[src/rtl/rr_pop_scheduler_if.sv]
// Pop/read-tag bundle between the scheduler, the input FIFO bank
// and the output stage.
interface rr_pop_scheduler_if #(
    parameter int NQ = 4
);
    logic [NQ-1:0]         empty;
    logic                  almost_full;
    logic [NQ-1:0]         pop;
    logic                  valid;
    logic [$clog2(NQ)-1:0] pop_id;

    modport master (
        input  empty,
        input  almost_full,
        output pop,
        output valid,
        output pop_id
    );

    modport slave (
        output empty,
        output almost_full,
        input  pop,
        input  valid,
        input  pop_id
    );
endinterface

[src/rtl/rr_pop_scheduler.sv]
// Weighted round-robin pop scheduler for the four input FIFOs.
// One grant at a time, up to a weight-sized burst, one bubble between grants.
module rr_pop_scheduler #(
    parameter int NQ       = 4,
    parameter int WEIGHT_W = 3
) (
    input  logic                   clk,
    input  logic                   reset,
    rr_pop_scheduler_if.master     bus,
    input  logic [NQ*WEIGHT_W-1:0] weights,
    output logic [1:0]             grant,
    output logic                   busy
);
    typedef enum logic {IDLE, SERVE} state_t;

    localparam logic [WEIGHT_W-1:0] ONE = WEIGHT_W'(1);

    state_t              state, state_n;
    logic [1:0]          ptr, ptr_n;
    logic [1:0]          grant_n;
    logic [1:0]          sel, idx;
    logic                found;
    logic [WEIGHT_W-1:0] credit, credit_n;
    logic [WEIGHT_W-1:0] wsel;

    // First non-empty FIFO at or after ptr, wrapping mod 4
    always_comb begin
        found = 1'b0;
        sel   = ptr;
        idx   = ptr;
        for (int k = 0; k < 4; k++) begin
            idx = ptr + 2'(k);
            if (!found && !bus.empty[idx]) begin
                found = 1'b1;
                sel   = idx;
            end
        end
    end

    assign wsel = weights[int'(sel)*WEIGHT_W +: WEIGHT_W];
    assign busy = (state == SERVE);

    always_comb begin
        bus.pop = '0;
        if (state == SERVE && !bus.empty[grant] && !bus.almost_full)
            bus.pop[grant] = 1'b1;
    end

    always_comb begin
        state_n  = state;
        ptr_n    = ptr;
        grant_n  = grant;
        credit_n = credit;
        unique case (state)
            IDLE: begin
                if (found && !bus.almost_full) begin
                    grant_n  = sel;
                    credit_n = (wsel == '0) ? ONE : wsel;
                    state_n  = SERVE;
                end
            end
            SERVE: begin
                // Empty wins over backpressure: leftover credit is forfeited
                if (bus.empty[grant]) begin
                    ptr_n   = grant + 2'd1;
                    state_n = IDLE;
                end else if (!bus.almost_full) begin
                    credit_n = credit - ONE;
                    if (credit == ONE) begin
                        ptr_n   = grant + 2'd1;
                        state_n = IDLE;
                    end
                end
            end
            default: state_n = IDLE;
        endcase
    end

    always_ff @(posedge clk or negedge reset) begin
        if (!reset) begin
            state      <= IDLE;
            ptr        <= '0;
            grant      <= '0;
            credit     <= '0;
            bus.valid  <= 1'b0;
            bus.pop_id <= '0;
        end else begin
            state     <= state_n;
            ptr       <= ptr_n;
            grant     <= grant_n;
            credit    <= credit_n;
            bus.valid <= |bus.pop;
            if (|bus.pop)
                bus.pop_id <= grant;
        end
    end
endmodule

[src/flat_wrapper.sv]
// flat-port wrapper written by rule: the top's interface ports become plain ports
module rr_pop_scheduler_flat 
#(
    parameter int NQ       = 4,
    parameter int WEIGHT_W = 3
)
  (clk, reset, weights, grant, busy, bus_empty, bus_almost_full, bus_pop, bus_valid, bus_pop_id);
  rr_pop_scheduler_if #(.NQ(NQ)) bus_i ();
  input  logic clk;
  input  logic reset;
  input  logic [NQ*WEIGHT_W-1:0] weights;
  output logic [1:0] grant;
  output logic busy;
  input wire logic [$bits(bus_i.empty)-1:0] bus_empty;
  input wire logic [$bits(bus_i.almost_full)-1:0] bus_almost_full;
  output wire logic [$bits(bus_i.pop)-1:0] bus_pop;
  output wire logic [$bits(bus_i.valid)-1:0] bus_valid;
  output wire logic [$bits(bus_i.pop_id)-1:0] bus_pop_id;
  assign bus_i.empty = bus_empty;
  assign bus_i.almost_full = bus_almost_full;
  assign bus_pop = bus_i.pop;
  assign bus_valid = bus_i.valid;
  assign bus_pop_id = bus_i.pop_id;
  rr_pop_scheduler #(.NQ(NQ), .WEIGHT_W(WEIGHT_W)) u_core (.clk(clk), .reset(reset), .bus(bus_i), .weights(weights), .grant(grant), .busy(busy));
endmodule
[config.mk]
export PLATFORM = sky130hd
export DESIGN_NAME = rr_pop_scheduler_flat
export DESIGN_NICKNAME = d
export VERILOG_FILES = /design/src/rtl/rr_pop_scheduler_if.sv /design/src/rtl/rr_pop_scheduler.sv /design/src/flat_wrapper.sv
export SDC_FILE = /design/constraint.sdc
export NUM_CORES = 1
export LEC_CHECK = 0
export CAP_MARGIN = 30
export CORE_MARGIN = 1.5
export CORE_UTILIZATION = 39
export CTS_CLUSTER_DIAMETER = 100
export CTS_CLUSTER_SIZE = 14
export DETAILED_ROUTE_END_ITERATION = 6
export HOLD_SLACK_MARGIN = 0.05
export PLACE_DENSITY = 0.74
export SETUP_SLACK_MARGIN = 0.05
export SLEW_MARGIN = 20
export SYNTH_ARGS = -nofsm -noshare
export SYNTH_HDL_FRONTEND = slang
export SYNTH_SLANG_ARGS = --single-unit
[constraint.sdc]
create_clock -name clk -period 1.95 [get_ports clk]
set_input_delay 0.4875 -clock clk [delete_from_list [all_inputs] [get_ports clk]]
set_output_delay 0.4875 -clock clk [all_outputs]
set_load 0.02 [all_outputs]
==> metrics.md <==
| Metric | Value |
|---|---|
| DRT antenna net count | `0` |
| Pwr dens | `1360 nW/um2` |
| Comb pwr share | `69.8%` |
| 1st-iter DRT viols | `9` |
| Yosys warns | `0` |
| Critical path's largest stage delay | `550 ps` |
| Slew Viols, Final | `0` |
| DP Wirelength | `1.68 mm` |
| CTS clk-pin slew, worst paths | `80 ps` |
| FILL cells | `143` |
| Cts bufs inserted | `3` |
| Ant diodes | `0` |
| GRT Util Overall | `19.8%` |
| Mean Syn Cell Area | `10.5 um2` |
| Worst EP arrival | `1660 ps` |
| CP Buf/Inv Count | `1` |
| Hold WS | `514 ps` |
| Seq/Total Area, Yosys | `33.6%` |
| Net Sw Frac | `39.1%` |
| Area leader, netlist | `dfrtp_1` |
| GRT overflow | `0` |
| Hold Crit Class | `reg -> reg` |
| Top cell type's share of synthesized area | `33.6%` |
| Core area | `1960 um2` |
| H-tree depth | `1` |
| Crit path cell chain | `mux4_2, nor2_4, and3_2, buf_6` |
| Final worst-path setup slack | `-200 ps` |
| Part of the power in registers | `22.2%` |
| Switching power | `783 uW` |
| Post-Syn Area | `818 um2` |
| Post-Place Worst Slack | `-927 ps` |
| CTS tree | `built` |
| Max FO, Critical Path | `5` |
| Worst setup SP type | `register` |
| Number of I/O pins | `29` |
| Most common cell after layout, fill and taps aside | `buf_4` |
| Routability Congestion | `0.792` |
| Nets | `164` |
| Die H | `48.8 um` |
| Final WL | `2.37 mm` |
| Worst clock skew | `4.14 ps` |
| FF+latch area | `279 um2` |
| Placed Cells | `153` |
| Vias in the first global route | `815` |
| Root Driver | `clkbuf_4` |
| Critical path type | `reg -> out` |
| Failing checks | `negative setup slack` |
| CTS sink count | `11` |
| Peak VDD IR | `0.692 mV` |
| Final Power | `2.00 mW` |
| Syn_nets | `103` |
| Vias/cell | `5.21` |
| Rows | `16` |
| Synth cell types | `29` |
| Antenna violations before repair | `0` |
| Max Freq | `465 MHz` |
| WL/cell | `14.4 um` |
| Largest net degree at the start of global routing | `12` |
| Clock Latency Late Sink | `270 ps` |
| Actual slew at the worst max-slew pin | `536 ps` |
| Status | `complete, but fails checks` |
| Max Cap Violations | `0` |
| First-pass GRT wire length | `3.77 mm` |
| Commonest non-fill, non-tap cells in the layout | `23 x buf_4, 19 x clkdlybuf4s50_1, 10 x buf_6` |
| Initial Util | `41.7%` |
| Die area | `2380 um2` |
| Final routed DRC violation total | `0` |
| Clk network pwr share | `8.1%` |
| Crit. End Element | `primary output` |
| Tcrit/Tclk final | `110%` |
| Worst Path Required | `1460 ps` |
| DR vias | `859` |
| Longest Clk Path Bufs | `2` |
| Setup violators final | `8` |
| Worst slew margin | `64.2%` |
| Synth top area cells | `dfrtp_1 34%, ha_1 9.2%, mux2_2 8.3%, mux2i_1 7.3%, mux4_2 5.5%` |
| Final Critical Period | `2150 ps` |
| DR pass1 iterations | `4` |
| Area Overhead vs Synth | `80.3%` |
| I/O Buffers | `28` |
| Die X | `48.8 um` |
| Share of cells above drive strength 1 | `49.3%` |
| Leak | `0.698 nW` |
| Cells after Synth | `78` |
| Finished Layout Cells | `165` |
| Yosys reg bits | `11` |
| Internal power | `1.22 mW` |
| Final setup TNS | `-1000 ps` |
| Slowest CP cell | `mux4_2` |
| CP delay by family, top | `multiplexers` |
| Multi-input logic area | `606 um2` |
| Final hold violation count | `0` |
| Unrepaired setup endpoints after global routing | `true` |
[sequential cells by signal, indices dropped and copies added (netlist names)]
| name | flops |
|---|---|
| u_core.credit | 3 |
| u_core.bus.valid | 1 |
| u_core.busy | 1 |
| u_core.grant | 2 |
| u_core.bus.pop_id | 2 |
| u_core.ptr | 2 |
[through the flow]
| stage | util, % | area [um2] |
|---|---|---|
| after floorplan | - | 830 |
| after global placement | 66.1 | 1300 |
| after detailed placement | 66.1 | 1300 |
| after CTS | 71.7 | 1410 |
| after global routing | 75.2 | 1480 |
| final | 75.2 | 1480 |
[routing by layer]
metal,GRT usage (%),wire length (um)
met1,26.8,1020
met4,4.76,0
met3,3.07,69
met2,33.3,1280
met5,0,0
[worst paths after layout]
check / start / end / slack, ps / cells past startpoint
max: u_core.grant[0] / bus_pop[2] / -200 / 4
min: u_core.bus.pop_id[0] / u_core.bus.pop_id[0] / 510 / 1
max reg2reg: u_core.grant[0] / u_core.bus.pop_id[1] / -90 / 8
min reg2reg: u_core.bus.pop_id[0] / u_core.bus.pop_id[0] / 510 / 1
max in group asynchronous: reset / u_core.ptr[1] / 1000 / 1
min in group asynchronous: reset / u_core.bus.pop_id[1] / 570 / 1
[layout make-up]
type | count | share of cell area (%)
Multi-Input combinational cell | 60 | 41.1
Timing Repair Buffer | 57 | 34.4
Sequential cell | 11 | 18.9
Tap cell | 27 | 2.29
Clock buffer | 4 | 1.78
Inverter | 6 | 1.53
[repair_timing]
action                     4_1_cts  5_1_grt
hold buffers                     0        0
buffers inserted                 3        5
setup endpoints to repair       11       11
pin swaps                        9        9
gates resized for setup         52       15
[worst register-to-register path: stages, from the launching register on]
cell and delay, ps:
dfrtp_2 380, mux4_2 550, nor2_4 150, buf_4 120, buf_4 90, buf_4 100
nand2_1 100, nor2_4 140, mux2_4 310
[cells by family (layout without fill, tap and decap cells)]
family | Yosys count | in the layout | synth area share (%)
and+or+nand+nor | 23 | 23 | 15.3
AOI/OAI and AO/OA | 17 | 17 | 17.6
muxes | 14 | 14 | 21.1
DFF | 11 | 11 | 33.6
buffers and inverters | 7 | 67 | 3.21
adders and majority gates | 6 | 6 | 9.17
[power groups by stage]
stage                     logic [mW]  registers, mW  clock network (mW)
after detailed placement        1.14          0.438                   0
after global placement          1.12          0.432                   0
final                           1.40          0.444               0.161
after global routing            1.50          0.459               0.177
after CTS                       1.27          0.441               0.156
after floorplan                0.556          0.511                   0
[cell usage after synthesis]
library cell	count
dfrtp_1	11
ha_1	6
inv_1	6
mux2_2	6
mux2i_1	6
nand2_1	6
nor2_1	5
and3_1	4
o21ai_0	4
a21oi_1	2
mux4_2	2
nor3b_1	2
o22ai_1	2
a21o_1	1
a21oi_2	1
a221oi_2	1
a222oi_1	1
a2bb2oi_1	1
and3_4	1
clkbuf_1	1
nand2b_1	1
nand3b_1	1
nand4_1	1
nor2b_1	1
nor4_1	1
o21a_1	1
o21bai_1	1
o311ai_0	1
o32ai_4	1
(Power assumes the default switching activity.)
